**config.mk**
```make
export PLATFORM = sky130hd
export DESIGN_NAME = multi_accumulator
export DESIGN_NICKNAME = d
export VERILOG_FILES = /design/src/rtl/multi_accumulator.sv
export SDC_FILE = /design/constraint.sdc
export NUM_CORES = 1
export LEC_CHECK = 0
export ABC_CLOCK_PERIOD_IN_PS = 5300
export CAP_MARGIN = 20
export CORE_MARGIN = 3
export CORE_UTILIZATION = 40
export DETAILED_ROUTE_END_ITERATION = 7
export DONT_BUFFER_PORTS = 1
export HOLD_SLACK_MARGIN = 0.02
export PLACE_DENSITY = 0.59
export SETUP_SLACK_MARGIN = 0.1
export SYNTH_ARGS = -nofsm -noshare
export SYNTH_HDL_FRONTEND = slang
export SYNTH_SLANG_ARGS = --single-unit
```
**constraint.sdc**
```tcl
create_clock -name clock -period 5.3 [get_ports clock]
set_clock_uncertainty 0.2 [all_clocks]
set_input_delay 0.795 -clock clock [delete_from_list [all_inputs] [get_ports clock]]
set_output_delay 0.795 -clock clock [all_outputs]
set_load 0.005 [all_outputs]
```
**src/rtl/multi_accumulator.sv**
```systemverilog
// Multi-channel signed accumulator. Each channel can load or add an operand (saturating or
// wrapping), and an operation flagged last emits that channel's result through a one-entry output register.
module multi_accumulator #(
    parameter int WIDTH    = 32,
    parameter int CHANNELS = 4,
    parameter int SATURATE = 1,
    localparam int CW      = (CHANNELS > 1) ? $clog2(CHANNELS) : 1
) (
    input  logic             clock,
    input  logic             reset,
    input  logic             clear,
    input  logic             in_valid,
    output logic             in_ready,
    input  logic [CW-1:0]    in_chan,
    input  logic             in_load,
    input  logic [WIDTH-1:0] in_val,
    input  logic             in_last,
    output logic             out_valid,
    input  logic             out_ready,
    output logic [CW-1:0]    out_chan,
    output logic [WIDTH-1:0] out_val,
    output logic             out_ovf
);

    typedef enum logic {EMPTY, FULL} state_t;

    state_t              state_q, state_d;
    logic [WIDTH-1:0]    acc_q [CHANNELS];
    logic [WIDTH-1:0]    acc_d [CHANNELS];
    logic [CHANNELS-1:0] ovf_q, ovf_d;
    logic [CW-1:0]       out_chan_q, out_chan_d;
    logic [WIDTH-1:0]    out_val_q, out_val_d;
    logic                out_ovf_q, out_ovf_d;

    logic             accept;
    logic             chan_ok;
    logic [WIDTH-1:0] cur, sum, nxt;
    logic             cur_ovf, add_ovf, nxt_ovf;

    assign in_ready  = !clear && ((state_q == EMPTY) || out_ready);
    assign accept    = in_valid && in_ready;
    assign out_valid = (state_q == FULL);
    assign out_chan  = out_chan_q;
    assign out_val   = out_val_q;
    assign out_ovf   = out_ovf_q;

    // Channel select by compare so non-power-of-two CHANNELS never indexes past the array.
    always_comb begin
        cur     = '0;
        cur_ovf = 1'b0;
        chan_ok = 1'b0;
        for (int unsigned i = 0; i < CHANNELS; i++) begin
            if (in_chan == CW'(i)) begin
                cur     = acc_q[i];
                cur_ovf = ovf_q[i];
                chan_ok = 1'b1;
            end
        end
    end

    always_comb begin
        sum     = cur + in_val;
        add_ovf = (cur[WIDTH-1] == in_val[WIDTH-1]) && (sum[WIDTH-1] != cur[WIDTH-1]);
        nxt     = sum;
        nxt_ovf = cur_ovf | add_ovf;
        if (in_load) begin
            nxt     = in_val;
            nxt_ovf = 1'b0;
        end else if (add_ovf && (SATURATE != 0)) begin
            nxt = cur[WIDTH-1] ? {1'b1, {(WIDTH-1){1'b0}}} : {1'b0, {(WIDTH-1){1'b1}}};
        end
        if (!chan_ok) begin
            nxt     = '0;
            nxt_ovf = 1'b0;
        end
    end

    always_comb begin
        acc_d      = acc_q;
        ovf_d      = ovf_q;
        out_chan_d = out_chan_q;
        out_val_d  = out_val_q;
        out_ovf_d  = out_ovf_q;
        state_d    = state_q;

        if (clear) begin
            for (int unsigned i = 0; i < CHANNELS; i++) acc_d[i] = '0;
            ovf_d = '0;
        end else if (accept) begin
            for (int unsigned i = 0; i < CHANNELS; i++) begin
                if (in_chan == CW'(i)) begin
                    acc_d[i] = in_last ? '0 : nxt;
                    ovf_d[i] = in_last ? 1'b0 : nxt_ovf;
                end
            end
        end

        if (accept && in_last) begin
            out_chan_d = in_chan;
            out_val_d  = nxt;
            out_ovf_d  = nxt_ovf;
        end

        case (state_q)
            EMPTY:   if (accept && in_last) state_d = FULL;
            FULL:    if (out_ready && !(accept && in_last)) state_d = EMPTY;
            default: state_d = EMPTY;
        endcase
    end

    always_ff @(posedge clock or posedge reset) begin
        if (reset) begin
            state_q    <= EMPTY;
            out_chan_q <= '0;
            out_val_q  <= '0;
            out_ovf_q  <= 1'b0;
            ovf_q      <= '0;
            for (int unsigned i = 0; i < CHANNELS; i++) acc_q[i] <= '0;
        end else begin
            state_q    <= state_d;
            out_chan_q <= out_chan_d;
            out_val_q  <= out_val_d;
            out_ovf_q  <= out_ovf_d;
            ovf_q      <= ovf_d;
            for (int unsigned i = 0; i < CHANNELS; i++) acc_q[i] <= acc_d[i];
        end
    end

endmodule

```
Word level (Yosys, flattened, before mapping)
Cells that the tools add are included.
- add/sub/neg operators: 1
- $mul: 0
- div/mod/pow operators: 0
- $lt $le $gt $ge: 0
- equal/unequal tests: 5
- shifts and indexed selects: 0
- mux-type cells: 35
- bitwise operators: 2
- reduce and logical (&&, ||, !) cells: 18
- operator list (cell ; count):
    $mux 32 ; 13
    $mux 128 ; 2
    $add 32x32->32 ; 1
    $mux 1 ; 17
    $reduce_bool 2->1 ; 5
    $mux 4 ; 2
    $reduce_and 2->1 ; 4
    $logic_and 1x1->1 ; 5
    $eq 2x2->1 const B ; 2
    $eq 2x1->1 const B ; 1
    $logic_not 1->1 ; 2
    $logic_not 2->1 ; 1
    $pmux 1 s2 ; 1
    $eq 1x1->1 ; 1
    $logic_or 1x1->1 ; 1
    $ne 1x1->1 ; 1
    $not 1->1 ; 1
    $or 1x1->1 ; 1
- register bits after elaboration: 168
- bits in latches: 0
- RAM bits: 0
- bits in read-only memories: 0
- output and inout bits: 37
- logic and storage cells: 73
- memories: 0

Depth between registers and ports, before layout
Gate-level depths: netlist of the first run.
- depth after elaboration: 15
- depth in mapped cells: 15

Worst setup path after synthesis of the first run
No wires, ideal clock.
- kind: input to register
- start point: in in_chan[0]
- end point: reg acc_q[30] in the netlist's numbering
- library setup time: 0.128 ns
- data arrival time: 4.612 ns
- path slack: 0.360 ns
- cell stages on the path: 14
- buffers on the path: 3
- cell sequence: buf_1 > buf_1 > mux4_2 > ha_1 > buf_6 > a21o_1 > a21o_1 > a21o_1 > or2_4 > o21bai_4 > nand2_4 > or4_4 > a32oi_2 > o21ai_1
- cells in the longest elaborated chain, start to end: 15
- elaborated cells between the ends (all ways): 26
- classes of those cells: add/sub: 1; eq/ne: 5; mux: 16; reduce/logical: 4
- ends and longest elaborated chain (element ; line ; text):
    start: declaration ; 14 ; input logic [CW-1:0] in_chan,
    $logic_not 2->1 ; 53 ; if (in_chan == CW'(i)) begin
    $mux 32 (4 in series) ; 53 ;
    $add 32x32->32 ; 62 ; sum = cur + in_val;
    $ne 1x1->1 ; 63 ; add_ovf = (cur[WIDTH-1] == in_val[WIDTH-1]) && (sum[WIDTH-1] != cur[WIDTH-1]);
    $logic_and 1x1->1 ; 63 ;
    $mux 32 ; 69 ; end else if (add_ovf && (SATURATE != 0)) begin
    $mux 32 ; 66 ; if (in_load) begin
    $mux 32 ; 72 ; if (!chan_ok) begin
    $mux 32 ; 92 ; acc_d[i] = in_last ? '0 : nxt;
    $mux 32 ; 91 ; if (in_chan == CW'(i)) begin
    $mux 128 ; 89 ; end else if (accept) begin
    $mux 128 ; 86 ; if (clear) begin
    end: declaration ; 28 ; logic [WIDTH-1:0] acc_q [CHANNELS];
Parallel ways exist; a longest one is shown, timed or not. The select of a mux whose other input is x is not followed.
A chain may end at the register's enable or synchronous reset.

Final worst setup path of the first run
- start point: in in_chan[0]
- end point: reg acc_q[25] in the netlist's numbering
The elaborated chain is that of the path after synthesis.

==> results.env, run 1 <==
SETUP_TNS_PS=0
MAX-CAP-VIOLATIONS=0
TIMING.MAX_SLEW.REL_SLACK=0.402
PLACEABLE_CORE_REGION_UM2=22200
STATIC_LEAK_nW=4.56
START_KIND='primary input'
AVGROUTEDWIREPERCELL_UM=22.8
MAXCLOCKFREQUENCY_MHz=224
CLOCK_INSERTION_DELAY_WORST_SKEW_PS=430
GRT_OVERFLOW_TOTAL=0
YOSYSTOPAREACELLSHARE=0.456
CRIT_TYPE='primary input to flop'
AREA.GROWTH.SYNTH_TO_FINAL_PCT=9.25
CRITICAL-PATH-SLOWEST-CELL='sky130_fd_sc_hd__and2_1'
WL_MM=26.7
DP_HPWL_MM=17.6
WORST-ENDPOINT-REQUIRED_PS=5400
STATUS='complete, no violations'
POST_SYNTH_INST_COUNT=905
MAX-VDD-IR-DROP_mV=0.181
SETUP.WORST_PATH.END_CLASS='flop'
INITIAL_CORE_UTIL=0.415
GRT_PASS1_WL_MM=42.3
AVGSYNTHCELLAREA_UM2=10.2
SYNTH_ENABLE_FLOP_CELLS=0
GRT_PASS1_VIAS=7160
CTS_BUFFER_DEPTH=2
CLOCK_TREE_FROM_TRITONCTS='built'
ANTENNA_FOUND_INITIAL=0
CP_CELL_SEQUENCE='mux4_2 -> ha_1 -> a211oi_2 -> nor3_2 -> o2111ai_1 -> a21oi_2 -> o21bai_4 -> and2_1 -> o21ai_0 -> a32oi_1 -> a21oi_1'
CRITICAL-PATH-MAX-STAGE-DELAY_PS=600
GPL_CONGESTION=0.932
SYNTH_NETS=978
SYNTH_SEQUENTIAL_AREA_RATIO=0.456
ANT_NETS=0
CTS-RESIZED-GATES=0
CLOCK_SINKS=168
DRCVIOLATIONCOUNT=0
SYNTH_SEQ_CELLS=168
LAYOUT-DRIVE-GT1-SHARE=0.130
SYNTH.MOST_COMMON_CELL='sky130_fd_sc_hd__dfrtp_1'
WORST_HOLD_PATH_TYPE='primary input to flop'
YOSYS_WARNINGS=0
DIE_W_UM=158
CTS_HOLD_BUF=0
DR_TOTAL_VIAS=7137
FINALSETUPVIOLCOUNT=0
WORST-ENDPOINT-ARRIVAL_PS=4560
MIN_PERIOD_OVER_PERIOD=0.842
ANT_DIODES=0
FILLER_CELL_COUNT=2078
POSTLAYOUTCELLAREA_UM2=10100
POWER_DENSITY_nW_PER_UM2=348
HTREE_NUM_LEVELS=4
CRIT_FANOUT=39
PLACE.PORT_BUFFERS=0
HOLD_VIOL=0
FINAL_PERIOD_MINUS_WORST_SETUP_SLACK_PS=4460
SYNTH_TOP_FLOP_CELL='sky130_fd_sc_hd__dfrtp_1'
WORSTMARGINPINSLEW_PS=896
GRTUSAGETOTAL=0.221
DIE-AREA_UM2=24900
ROUTED_VIA_DENSITY=6.09
FP-ROW-COUNT=54
CTS_POST_SETUP_BUFFERS_INSERTED=0
SYNTH_COMMON_CELLS='sky130_fd_sc_hd__dfrtp_1 (168), sky130_fd_sc_hd__nand2_1 (133), sky130_fd_sc_hd__o21ai_0 (113)'
POST-SYNTH-TOP-AREA-CELL='sky130_fd_sc_hd__dfrtp_1'
SYNTH.CELL_AREA_UM2=9220
NNETSFINAL=952
FIRSTDRTPASSITERS=6
WORST_SETUP_HOLD_PATH_CLK_SLEW_PS=70
SYNTHDISTINCTLIBCELLS=69
SETUP_REPAIR_AFTER_GLOBAL_ROUTING_MISSED_ITS_MARGIN='no'
CTS_MADE_BUFFERS=17
DETAIL_ROUTE.ITER0.VIOLATIONS=630
POST_SYNTH_MAIN_AREA_CONTRIBUTORS='sky130_fd_sc_hd__dfrtp_1 (46%), sky130_fd_sc_hd__mux4_2 (8.1%), sky130_fd_sc_hd__o21ai_0 (6.1%)'
PLACED_AREA_UM2=9470
VERTICAL_DIE_DIMENSION_UM=158
FINALMAXSLEWVIOLATIONS=0
YS_ASYNC_SR_FRACTION=1.00
IOPINCOUNT=78
ROOT_CELL_OF_THE_CLOCK_TREE='sky130_fd_sc_hd__clkbuf_16'
MAXIMUM_NUMBER_OF_PINS_ON_ONE_NET_BEFORE_GLOBAL_ROUTE_REPAIR=169
## stage by stage
stage	setup slack [ps]	hold WS, ps	power, mW	instances	utilization
2_1_floorplan	360	245	2.07	905	-
3_3_place_gp	587	255	2.24	1140	0.426
3_5_place_dp	491	265	2.25	1140	0.426
4_1_cts	922	248	3.54	1172	0.453
5_1_grt	550	245	3.69	1172	0.453
6_report	838	270	3.51	1172	0.453
## state kept, by name, indices dropped and copies added (netlist names)
signal / cells
acc_q: 128
out_chan: 2
out_ovf: 1
out_val: 32
out_valid: 1
ovf_q: 4
## logic make-up after synthesis
logic type,count (synthesis),synth area share
muxes,55,0.107
DFF,168,0.456
AOI/OAI and AO/OA,328,0.232
and+or+nand+nor,231,0.112
adders and majority gates,32,0.0442
buffers and inverters,72,0.0311
xor gates and xnor gates,19,0.0180
## report_power, final
group          internal (mW)  switching [mW]
Sequential              1.43          0.0980
Clock                  0.724           0.561
Combinational          0.283           0.414
Total                   2.44            1.07
## critical path: cells and delay by family
kind / cells / cell delay [ps]
adders and majority gates: 1 / 330
and+or+nand+nor: 2 / 710
AOI/OAI and AO/OA: 7 / 2140
muxes: 1 / 550
## metal layers
metal  GRT usage  share of wire  vias to the layer above
li1            -              -                     3283
met1       0.307           0.45                     3576
met2       0.347           0.46                      249
met3      0.0588          0.073                       29
met4      0.0558          0.017                        0
met5           0              0                        -
## path summary, 6_finish.rpt
check / startpoint / end / slack (ps) / depth (start not counted)
setup / recovery: in_chan[0] / acc_q[25] / 840 / 11
hold / removal: out_ready / out_valid / 270 / 1
setup reg to reg: acc_q[33] / acc_q[25] / 860 / 11
hold reg to reg: acc_q[23] / acc_q[23] / 280 / 2
max in group asynchronous: reset / acc_q[83] / 3950 / 2
min in group asynchronous: reset / out_val[10] / 310 / 2
## cell type report
cell class                      instances  area [µm²]  area share
Inverter                               16        63.8     0.00633
Tap cell                              280         350      0.0348
Clock buffer                           19         443      0.0440
Sequential cell                       168        4200       0.417
Clock inverter                         13         161      0.0160
Multi-Input combinational cell        665        4760       0.472
Timing Repair Buffer                   11        95.1     0.00944
## cell usage in the layout (no fill, tap or decap), drive strengths merged, types with 6 or more instances in the layout
cell type | synthesis | final
a21o | 19 | 19
dfrtp | 168 | 168
xnor2 | 9 | 9
a22o | 61 | 61
xor2 | 10 | 10
mux2 | 16 | 16
nand3 | 10 | 10
nor2 | 42 | 42
mux4 | 33 | 33
o21ai | 121 | 121
buf | 11 | 11
nand4 | 6 | 6
o21a | 8 | 8
nand2b | 7 | 7
ha | 31 | 31
inv | 16 | 21
a31oi | 13 | 13
a21oi | 65 | 65
nand2 | 134 | 134
mux2i | 6 | 6
clkbuf | 45 | 19
Note: power is estimated with default switching activity, not from simulation.
==> inputs of run 2 (changes only) <==
--- a/config.mk
+++ b/config.mk
@@ -5,7 +5,7 @@
 export SDC_FILE = /design/constraint.sdc
 export NUM_CORES = 1
 export LEC_CHECK = 0
-export ABC_CLOCK_PERIOD_IN_PS = 5300
+export ABC_CLOCK_PERIOD_IN_PS = 4000
 export CAP_MARGIN = 20
 export CORE_MARGIN = 3
 export CORE_UTILIZATION = 40
==> constraint.sdc (replaced) <==
create_clock -name clock -period 4 [get_ports clock]
set_clock_uncertainty 0.2 [all_clocks]
set_input_delay 0.6 -clock clock [delete_from_list [all_inputs] [get_ports clock]]
set_output_delay 0.6 -clock clock [all_outputs]
set_load 0.005 [all_outputs]
==> results.env, run 2 (same netlist as run 1, synthesis figures left out) <==
MAX-CAP-VIOLATIONS=0
FILLER_CELL_COUNT=2073
CRIT_TYPE='flop to flop'
HOLD_PATH_DEPTH=1
AREA.GROWTH.SYNTH_TO_FINAL_PCT=12.1
FINAL_CELLS=1198
CLOCK_TREE_FROM_TRITONCTS='built'
CTS_BUFFER_DEPTH=2
HTREE_NUM_LEVELS=4
WORST-R2R-CELL-COUNT=12
SETUP.WORST_PATH.END_CLASS='flop'
ANT_NETS=0
MAXIMUM_NUMBER_OF_PINS_ON_ONE_NET_BEFORE_GLOBAL_ROUTE_REPAIR=169
DIE-AREA_UM2=24900
NNETSFINAL=979
HOLD_VIOL=0
CTS_MADE_BUFFERS=17
SETUP_REPAIR_AFTER_GLOBAL_ROUTING_MISSED_ITS_MARGIN='no'
AVGROUTEDWIREPERCELL_UM=22.4
WORST-ENDPOINT-REQUIRED_PS=4090
GRT_PASS1_WL_MM=42.9
START_KIND='flop'
DIE_W_UM=158
POWER_DENSITY_nW_PER_UM2=461
REGMOSTFLOPS='acc_q'
MIN_DELAY_WORST_ENDPOINT='out_valid'
MAX-VDD-IR-DROP_mV=0.227
FP-ROW-COUNT=54
CRIT_FANOUT=5
CTS_HOLD_BUF=0
GPL_CONGESTION=0.938
WORST_HOLD_PATH_TYPE='primary input to flop'
ROOT_CELL_OF_THE_CLOCK_TREE='sky130_fd_sc_hd__clkbuf_16'
REGTOREGSTARTPOINT='acc_q[1]'
FF2FF_SETUP_SLACK_PS=290
WL_MM=26.9
WORSTMARGINPINSLEW_PS=906
PLACEABLE_CORE_REGION_UM2=22200
DR_TOTAL_VIAS=7235
DP_HPWL_MM=18.5
GRT_OVERFLOW_TOTAL=0
VERTICAL_DIE_DIMENSION_UM=158
FINALMAXSLEWVIOLATIONS=0
STATIC_LEAK_nW=4.70
CRITICAL-PATH-SLOWEST-CELL='sky130_fd_sc_hd__mux4_2'
WORST-ENDPOINT-ARRIVAL_PS=3800
FINAL_PERIOD_MINUS_WORST_SETUP_SLACK_PS=3710
ANTENNA_FOUND_INITIAL=0
STATUS='complete, no violations'
HOLDCRITSTARTPOINT='out_ready'
ANT_DIODES=0
ROUTED_VIA_DENSITY=6.04
CLOCK_INSERTION_DELAY_WORST_SKEW_PS=440
NUMPLACEDINSTANCES=1167
PLACE.PORT_BUFFERS=0
DETAIL_ROUTE.ITER0.VIOLATIONS=721
SEQ_AREA_UM2=4200
CP_CELL_SEQUENCE='mux4_2 -> ha_1 -> a211oi_2 -> nor3_2 -> buf_4 -> o31a_1 -> o21ai_0 -> a21oi_1 -> or3_1 -> a21oi_1 -> a2bb2oi_2 -> o21ai_0'
FIRSTDRTPASSITERS=5
DRCVIOLATIONCOUNT=0
WORST_R2R_ENDPOINT='acc_q[81]'
CRITPATHTOPFAMILY='compound AO/OA/AOI/OAI gates'
INITIAL_CORE_UTIL=0.415
GRTUSAGETOTAL=0.223
LAYOUT.CELLS.MOST_COMMON='sky130_fd_sc_hd__dfrtp_1'
CLOCK_SINKS=168
LAYOUT_COMMON_CELLS='sky130_fd_sc_hd__dfrtp_1 (168), sky130_fd_sc_hd__nand2_1 (132), sky130_fd_sc_hd__o21ai_0 (111), sky130_fd_sc_hd__a22o_1 (61), sky130_fd_sc_hd__a21oi_1 (60)'
REPORT.POWER.TOTAL_mW=4.77
TIMING.MAX_SLEW.REL_SLACK=0.396
CRITICAL_PATH.N_BUFFERS_INVERTERS=1
LAYOUT-DRIVE-GT1-SHARE=0.161
MIN_PERIOD_OVER_PERIOD=0.928
GRT_PASS1_VIAS=7207
MAXCLOCKFREQUENCY_MHz=270
SETUP_TNS_PS=0
IOPINCOUNT=78
LARGEST_REG_FLOPS=128
FINALSETUPVIOLCOUNT=0
CRITICAL-PATH-MAX-STAGE-DELAY_PS=500
CTS_POST_SETUP_BUFFERS_INSERTED=0
MULTI_INPUT_COMB_AREA_UM2=4800
WORST_SETUP_HOLD_PATH_CLK_SLEW_PS=80
-- run 2: worst max-delay path by stage --
stage                from    endpoint  slack, ps  cells after the start
6_report         acc_q[1]   acc_q[81]        290                     12
5_1_grt          acc_q[1]  acc_q[113]        120                     12
4_1_cts          acc_q[1]   acc_q[81]        210                     12
3_5_place_dp   in_chan[0]   acc_q[81]        -10                     12
3_3_place_gp   in_chan[0]   acc_q[43]         70                     13
2_1_floorplan  in_chan[0]   acc_q[62]         90                     14
-- run 2: stage by stage --
stage	util	cell area [µm²]	hold WS (ps)	setup WS, ps
final	0.465	10300	55.2	290
after global routing	0.465	10300	60.8	123
after CTS	0.464	10300	30.0	208
after detailed placement	0.437	9710	268	-14.9
after global placement	0.437	9710	257	68.7
after floorplan	-	9330	245	92.5
-- run 2: timing repair --
action | 4_1_cts | 5_1_grt
setup endpoints to repair | 0 | 9
resized for setup | 0 | 3
endpoints found under the hold margin | 0 | 0
-- run 2: layout make-up --
| cell class | count | share of cell area |
|---|---|---|
| multi-input combinational | 665 | 0.464 |
| sequential | 168 | 0.407 |
| clock buffer | 18 | 0.0415 |
| tap | 280 | 0.0339 |
| timing repair buffer | 38 | 0.0300 |
| clock inverter | 13 | 0.0177 |
| inverter | 16 | 0.00617 |
-- run 2: report_power, final --
group,leakage (nW),internal (mW),switching (mW)
sequential,2.22,1.89,0.129
combinational,2.19,0.417,0.563
clock,0.294,1.00,0.765
total,4.70,3.31,1.46
-- run 2: layer usage --
metal | global-route usage | wire [µm] | share of wire | up-vias
li1 | - | - | - | 3347
met1 | 0.310 | 12100 | 0.45 | 3631
met2 | 0.349 | 12500 | 0.46 | 231
met3 | 0.0585 | 1770 | 0.066 | 26
met4 | 0.0595 | 505 | 0.019 | 0
met5 | 0 | 0 | 0 | -
